<file path="config.mk">
export PLATFORM = sky130hd
export DESIGN_NAME = rom_arbiter
export DESIGN_NICKNAME = d
export VERILOG_FILES = /design/src/rtl/rom_arbiter.sv
export SDC_FILE = /design/constraint.sdc
export NUM_CORES = 1
export LEC_CHECK = 0
export BUFFER_PORTS_ARGS = -buffer_cell sky130_fd_sc_hd__buf_2
export CAP_MARGIN = 20
export CORE_ASPECT_RATIO = 0.6
export CORE_MARGIN = 3
export CORE_UTILIZATION = 45
export CTS_CLUSTER_DIAMETER = 30
export DETAILED_ROUTE_END_ITERATION = 10
export PLACE_DENSITY = 0.78
export SLEW_MARGIN = 20
export SYNTH_ARGS = -nofsm -noshare
export SYNTH_HDL_FRONTEND = slang
export SYNTH_SLANG_ARGS = --single-unit
</file>
<file path="constraint.sdc">
create_clock -name clk -period 4.69 [get_ports clk]
set_input_delay 0.938 -clock clk [delete_from_list [all_inputs] [get_ports clk]]
set_output_delay 0.938 -clock clk [all_outputs]
set_load 0.05 [all_outputs]
</file>
<file path="src/rtl/rom_arbiter.sv">
// rom_arbiter: shares one synchronous-read, single-port program ROM between
// two requesters. Port 0 is the CPU instruction fetch and port 1 is the
// data/debug read path. Requesters are served round-robin, one read every
// two cycles under continuous demand.
//
// Ports:
//   clk, reset          clock, asynchronous active-high reset
//   req0/addr0          port 0 request (level) and word address
//   gnt0                one-cycle pulse: port 0 accepted, address latched
//   rdata0/rvalid0      port 0 read data (held) and one-cycle update pulse
//   req1..rvalid1       same for port 1
//   rom_enable/rom_addr registered ROM enable and address
//   rom_data            ROM read data (registered inside the ROM)
module rom_arbiter #(
  parameter int unsigned ADDR_W = 15,
  parameter int unsigned DATA_W = 16
) (
  input  logic              clk,
  input  logic              reset,
  input  logic              req0,
  input  logic [ADDR_W-1:0] addr0,
  output logic              gnt0,
  output logic [DATA_W-1:0] rdata0,
  output logic              rvalid0,
  input  logic              req1,
  input  logic [ADDR_W-1:0] addr1,
  output logic              gnt1,
  output logic [DATA_W-1:0] rdata1,
  output logic              rvalid1,
  output logic              rom_enable,
  output logic [ADDR_W-1:0] rom_addr,
  input  logic [DATA_W-1:0] rom_data
);

  typedef enum logic [1:0] {
    IDLE    = 2'd0,
    ISSUE   = 2'd1,
    CAPTURE = 2'd2
  } state_e;

  state_e            state_q, state_d;
  logic              owner_q, owner_d;
  logic              last_q, last_d;
  logic              rom_enable_q, rom_enable_d;
  logic [ADDR_W-1:0] rom_addr_q, rom_addr_d;
  logic              gnt0_q, gnt0_d;
  logic              gnt1_q, gnt1_d;
  logic              rvalid0_q, rvalid0_d;
  logic              rvalid1_q, rvalid1_d;
  logic [DATA_W-1:0] rdata0_q, rdata0_d;
  logic [DATA_W-1:0] rdata1_q, rdata1_d;

  logic any_req;
  logic winner;
  logic accept;

  // Sole requester wins; on a tie the port that was not served last wins.
  assign any_req = req0 | req1;
  assign winner  = (req0 & req1) ? ~last_q : req1;

  // Next-state and registered-output logic.
  always_comb begin
    state_d      = state_q;
    owner_d      = owner_q;
    last_d       = last_q;
    rom_enable_d = rom_enable_q;
    rom_addr_d   = rom_addr_q;
    gnt0_d       = 1'b0;
    gnt1_d       = 1'b0;
    rvalid0_d    = 1'b0;
    rvalid1_d    = 1'b0;
    rdata0_d     = rdata0_q;
    rdata1_d     = rdata1_q;
    accept       = 1'b0;

    case (state_q)
      IDLE: begin
        accept = any_req;
      end
      ISSUE: begin
        // ROM registers its word on this edge; data is valid in CAPTURE.
        state_d      = CAPTURE;
        rom_enable_d = 1'b1;
      end
      CAPTURE: begin
        if (owner_q) begin
          rdata1_d  = rom_data;
          rvalid1_d = 1'b1;
        end else begin
          rdata0_d  = rom_data;
          rvalid0_d = 1'b1;
        end
        // Back-to-back accept keeps the ROM busy with no idle cycle.
        if (any_req) begin
          accept = 1'b1;
        end else begin
          state_d      = IDLE;
          rom_enable_d = 1'b0;
        end
      end
      default: begin
        state_d      = IDLE;
        rom_enable_d = 1'b0;
      end
    endcase

    if (accept) begin
      state_d      = ISSUE;
      rom_enable_d = 1'b1;
      rom_addr_d   = winner ? addr1 : addr0;
      owner_d      = winner;
      last_d       = winner;
      gnt0_d       = ~winner;
      gnt1_d       = winner;
    end
  end

  // State and output registers; reset discards any in-flight read.
  always_ff @(posedge clk or posedge reset) begin
    if (reset) begin
      state_q      <= IDLE;
      owner_q      <= 1'b0;
      last_q       <= 1'b1;
      rom_enable_q <= 1'b0;
      rom_addr_q   <= '0;
      gnt0_q       <= 1'b0;
      gnt1_q       <= 1'b0;
      rvalid0_q    <= 1'b0;
      rvalid1_q    <= 1'b0;
      rdata0_q     <= '0;
      rdata1_q     <= '0;
    end else begin
      state_q      <= state_d;
      owner_q      <= owner_d;
      last_q       <= last_d;
      rom_enable_q <= rom_enable_d;
      rom_addr_q   <= rom_addr_d;
      gnt0_q       <= gnt0_d;
      gnt1_q       <= gnt1_d;
      rvalid0_q    <= rvalid0_d;
      rvalid1_q    <= rvalid1_d;
      rdata0_q     <= rdata0_d;
      rdata1_q     <= rdata1_d;
    end
  end

  assign gnt0       = gnt0_q;
  assign gnt1       = gnt1_q;
  assign rvalid0    = rvalid0_q;
  assign rvalid1    = rvalid1_q;
  assign rdata0     = rdata0_q;
  assign rdata1     = rdata1_q;
  assign rom_enable = rom_enable_q;
  assign rom_addr   = rom_addr_q;

endmodule

</file>
Word-level counts from Yosys, hierarchy flattened
Cells that the tools add are included.

Bits in registers: 56. Input bits: 50. Output and inout port bits: 52. Word-level logic and storage cells: 40.

Eq/ne operators: 4. Muxes and demuxes: 16. Bitwise logic cells: 5. Reductions and logical operators: 4.

Operators with widths (count): $mux W15 (1); $mux W1 (10); $pmux W2 S3 (1); $reduce_and A2 Y1 (3); $mux W2 (2); $ne A3 B3 Y1 const B (1); $not A1 Y1 (3); $pmux W1 S3 (1); $eq A2 B1 Y1 const B (1); $eq A2 B2 Y1 const B (1); $logic_not A2 Y1 (1); $ne A2 B2 Y1 const B (1); $pmux W1 S2 (1); $and A1 B1 Y1 (1); $or A1 B1 Y1 (1).

Depth between registers and ports, before layout
Gate-level depths: netlist of run 1.

Depth in word-level cells: 5. Depth in mapped cells: 4. Depth with buffers taken out: 3.

Worst setup path after synthesis of run 1
No wires, ideal clock.

Path type: input to register. Start: input port req1. End: register rom_addr_q[0], in the netlist rom_addr[0]. Library setup time: 0.126 ns. Data arrival time: 1.702 ns. Data required time: 4.564 ns. Setup slack: 2.862 ns. Cell stages on the path: 4. Path buffers: 1. Cells stage by stage: inv_2 -> o211a_2 -> buf_6 -> a221o_1.

Longest elaborated chain between the ends: 3. Elaborated cells on any way between the ends: 6. Those cells by class: mux (4); bitwise (2).

RTL lines: from (decl) (line 25) `input logic req1,`; $or A1 B1 Y1 / $and A1 B1 Y1 (equally long branches) (line 58, 59); $mux W1, on equally long branches (line 94, 59); $pmux W1 S2 / $mux W15 (equally long branches) (line 76, 110); to (signal assigned) (line 137) `rom_addr_q <= rom_addr_d;`; to (decl) (line 45) `logic [ADDR_W-1:0] rom_addr_q, rom_addr_d;`.

Several ways; a longest one is shown, not always the timed one. A chain may end at the register's enable or synchronous reset.

Worst setup path in the final report of run 1
Start: register rom_addr_q[0], in the netlist rom_addr[0]. End: output port rom_addr[0].

RTL lines: to (decl) (line 31) `output logic [ADDR_W-1:0] rom_addr,`.

No word-level cell between the ends.

==> flow_summary.ini, run 1 <==
[outcome]
status = finished clean

[cells_and_area]
syn_to_final_growth_pct = 29.4
final.fill_count = 356
nets = 292
drive_gt1_share_pct = 64.2
n_antenna_cell = 0

[floorplan]
die-area_mm2 = 0.00575
coreArea_mm2 = 0.00439
rows = 18
die_h_um = 60.0
io_pins = 102
die_w_um = 96.0
initial_core_util_pct = 49.7

[sta]
worst_pin_slew_ps = 908
slew_viol_final = 0
finalSetupViolCount = 0
fin_setup_tns_ps = 0
fmax_mhz = 530
setup_slack_ps = 2800
finalHoldViolCount = 0
min_period_ps = 1890
skew_ps = 5.95
max_slew_margin_pct = 39.4
rsz0062_at_grt = no
finalCritPeriodShare_pct = 40.2

[grt]
grt_overflow_total = 0
grt_start_max_net_pins = 33
grt_use_total_pct = 17.5
grt_pass1_vias = 1590
grt_pass1_wl_um = 7570
antenna_found_initial = 0

[yosys]
yosys_warnings = 0
yosysSeqAreaShare_pct = 64.2
netlist_area_mm2 = 0.00218
synth_cell_types = 19
synth-seq-cells = 56
avgSynthCellArea_um2 = 15.8
syn_inst = 138
syn_nets = 188

[min_path]
min-delay-start = state_q[1]
worstHoldPathType = flop to flop

[critical_path]
crit_arrival_ps = 950
cp.required_ps = 3750
cpPeakStageDelay_ps = 380
cp-end-kind = output pin
path_class = flop to output pin
crit_path_start_kind = flop
slowest_stage = dfrtp_1
crit_path_start = rom_addr[0]
crit_family = flip-flops
path_cells = buf_2
crit_buf_inv = 1
rr_startpoint = state_q[0]
path_max_fanout = 2

[placed_design]
globalplace.congestion = 0.713
hpwl_um = 3710
port-buffer-count = 101
pre_cts_slack_ps = 2590

[route]
routed_wl_um = 4770
detail-route-antenna-nets = 0
drc = 0
dr.pass1.iters = 4
dr.first_iter.drc_count = 56
wl_per_cell_um = 15.8
routed_via_density = 4.90
vias = 1484

[clock_network]
cts_tree = done
insertion_delay_ps = 300
clock_sinks = 56
cts_buffers = 5
post-cts-setup-buffer-count = 0
root_buffer = clkbuf_8
cts_hold_buf = 0
cts-htree-levels = 2
clk_pin_slew_ps = 90
cts_buffer_depth = 2
post_cts_resized = 0

[pwr]
p_leak_nw = 1.42
design_power_total_mw = 2.09
vdd_drop_max_mv = 0.442
p_per_area_mw_per_mm2 = 738

[flow_run]
drv_cap = 0
[flip-flops by register name, summed over array words and instances (netlist names)]
register    cells
rom_addr       15
gnt0            1
rvalid0         1
owner_q         1
rom_enable      1
rdata1         16
state_q         2
gnt1            1
rvalid1         1
rdata0         16
last_q          1
[layout make-up]
type / count / area [um^2] / share of cell area (%)
repair buffers: 102 / 526 / 18.6
clock buffers: 6 / 72.6 / 2.57
well taps: 60 / 75.1 / 2.65
flip-flops and latches: 56 / 1400 / 49.6
multi-input cells: 72 / 717 / 25.4
inverters: 5 / 18.8 / 0.664
clock inverters: 2 / 16.3 / 0.575
[final timing paths]
path	to	slack [ps]	depth (start not counted)
setup reg to reg	rdata0[10]	2880	2
hold / removal	state_q[1]	500	1
max in group asynchronous	rdata0[10]	3480	3
setup / recovery	rom_addr[0]	2800	1
hold reg to reg	state_q[1]	500	1
min in group asynchronous	rdata0[5]	670	2
[layout by cell type, fill, tap and decap left out, types with 2 or more instances in the layout]
cell,n
a21o_1,2
a221o_1,9
a221o_2,6
and2_1,15
buf_2,101
clkbuf_8,5
dfrtp_1,55
inv_1,2
inv_2,3
mux2_2,32
nor2_1,2
[power by group]
part	switching (mW)	total (mW)	internal (mW)
logic	0.795	1.08	0.284
registers	0.0926	0.755	0.662
clock network	0.147	0.254	0.106
total	1.04	2.09	1.05
[per-layer routing]
| layer | vias to the layer above | track usage [%] | routed length [um] |
|---|---|---|---|
| li1 | 704 | - | - |
| met1 | 725 | 24.2 | 2240 |
| met2 | 53 | 27.6 | 2230 |
| met3 | 2 | 4.65 | 263 |
| met4 | 0 | 4.86 | 39 |
| met5 | - | 0 | 0 |
[stage by stage]
stage	hold WS [ps]	cell area (um^2)	util, %	std cells
detailed placement	489	2740	62.4	295
floorplan	458	2180	-	138
global route	518	2830	64.4	303
CTS	501	2830	64.4	303
finish	497	2830	64.4	303
global placement	480	2720	61.9	294
[cells in the mapped netlist]
cell type	n	area share [%]
dfrtp_1	55	63
mux2_2	32	16
o211a_2	1	0.46
a221o_1	9	4.1
inv_2	2	0.34
nor3b_4	1	0.86
dfstp_2	1	1.2
a21o_1	2	0.69
a211oi_4	1	0.92
a221o_2	6	3.1
and2_1	15	4.3
o21ai_0	1	0.23
nand3_2	1	0.46
inv_1	3	0.52
buf_6	3	1.5
buf_4	1	0.34
o21bai_4	1	0.86
nor2_1	2	0.34
clkbuf_2	1	0.23
[logic make-up after synthesis]
group	after synthesis	share of synthesized area, %
AOI/OAI and AO/OA	21	10.4
buffers and inverters	10	2.98
DFF	56	64.2
muxes	32	16.5
and+or+nand+nor	19	5.96
No activity file was read; power rests on OpenSTA's default activity.
==> run 2: changes to the inputs <==
Clock period 4.69 ns to 1.9 ns, I/O delays scaled along.
==> flow_summary.ini, run 2 (synthesized netlist as in run 1, its figures left out) <==
[outcome]
status = finished clean

[sta]
fin_setup_tns_ps = 0
skew_ps = 10.4
rsz0062_at_grt = no
min_period_ps = 1510
finalCritPeriodShare_pct = 79.7
max_slew_margin_pct = 64.1
finalSetupViolCount = 0
worst_pin_slew_ps = 538
slew_viol_final = 0
fmax_mhz = 661
finalHoldViolCount = 0

[clock_network]
post-cts-setup-buffer-count = 0
cts_buffers = 5
cts_hold_buf = 0
clock_sinks = 56
cts-htree-levels = 2
post_cts_resized = 0
root_buffer = clkbuf_8
cts_tree = done
insertion_delay_ps = 310
cts_buffer_depth = 2
clk_pin_slew_ps = 100

[grt]
grt_pass1_wl_um = 7420
grt_pass1_vias = 1497
grt_start_max_net_pins = 32
antenna_found_initial = 0
grt_overflow_total = 0
grt_use_total_pct = 17.4

[critical_path]
crit_arrival_ps = 1720
cp.required_ps = 2100
r2r_slack_ps = 390
path_class = flop to flop
path_max_fanout = 17
crit_path_start_kind = flop
cp-end-kind = flop

[placed_design]
dpl.cell_count = 297
hpwl_um = 3620
globalplace.congestion = 0.697
port-buffer-count = 101

[floorplan]
die_h_um = 60.0
io_pins = 102
die-area_mm2 = 0.00575
coreArea_mm2 = 0.00439
die_w_um = 96.0
initial_core_util_pct = 49.7
rows = 18

[cells_and_area]
drive_gt1_share_pct = 64.9
final_cell_mix = buf_2 (101), dfrtp_1 (55), mux2_2 (32)
n_antenna_cell = 0
syn_to_final_growth_pct = 30.2
fin_cells = 305
nets = 294
final_common_cell = buf_2

[route]
drt-met1-wl_um = 2220
dr.pass1.iters = 4
routed_wl_um = 4690
detail-route-antenna-nets = 0
wl_per_cell_um = 15.4
drc = 0
routed_via_density = 4.92
dr.first_iter.drc_count = 47
vias = 1501
dr_wl_met2_um = 2130
top_layer = met4
met3RoutedLength_um = 261

[min_path]
worstHoldPathType = primary input to async pin

[flow_run]
drv_cap = 0

[pwr]
vdd_drop_max_mv = 1.12
p_per_area_mw_per_mm2 = 1820
p_leak_nw = 1.43
[run 2: final cells by class]
| class | count | area (um^2) |
|---|---|---|
| fillers | 375 | 1550 |
| flip-flops and latches | 56 | 1400 |
| multi-input cells | 72 | 717 |
| repair buffers | 104 | 541 |
| well taps | 60 | 75.1 |
| clock buffers | 5 | 68.8 |
| clock inverters | 3 | 22.5 |
| inverters | 5 | 18.8 |
[run 2: metrics by stage]
stage | total power [mW] | instance area (um^2) | hold WS, ps | util (%) | setup slack, ps
final | 5.17 | 2850 | 91.0 | 64.8 | 386
after global routing | 5.43 | 2850 | 129 | 64.8 | 294
after CTS | 5.23 | 2850 | 104 | 64.8 | 359
after detailed placement | 4.57 | 2750 | 461 | 62.7 | 366
after global placement | 4.52 | 2750 | 467 | 62.7 | 419
after floorplan | 3.93 | 2180 | 458 | - | 150
[run 2: per-layer routing]
layer	vias up	GRT usage (%)
li1	706	-
met1	739	25.5
met2	48	25.2
met3	8	4.15
met4	0	6.68
met5	-	0
[run 2: worst paths after layout]
check,cells after the start,startpoint,to
worst max register to register,3,state_q[0],rdata1[15]
max in group asynchronous,3,reset,rdata0[10]
worst min-delay path,2,reset,rdata0[5]
worst max-delay path,3,state_q[0],rdata1[15]
min in group clk,2,addr1[0],rom_addr[0]
worst min register to register,1,state_q[1],state_q[1]
[run 2: worst max-delay path, stage by stage (launching register included)]
cell	delay, ps
dfrtp_1	490
inv_2	120
nand3_2	380
mux2_2	420
[run 2: power breakdown]
part | internal [mW] | switching (mW)
registers | 1.64 | 0.232
logic | 0.705 | 1.95
clock network | 0.265 | 0.388
total | 2.61 | 2.57
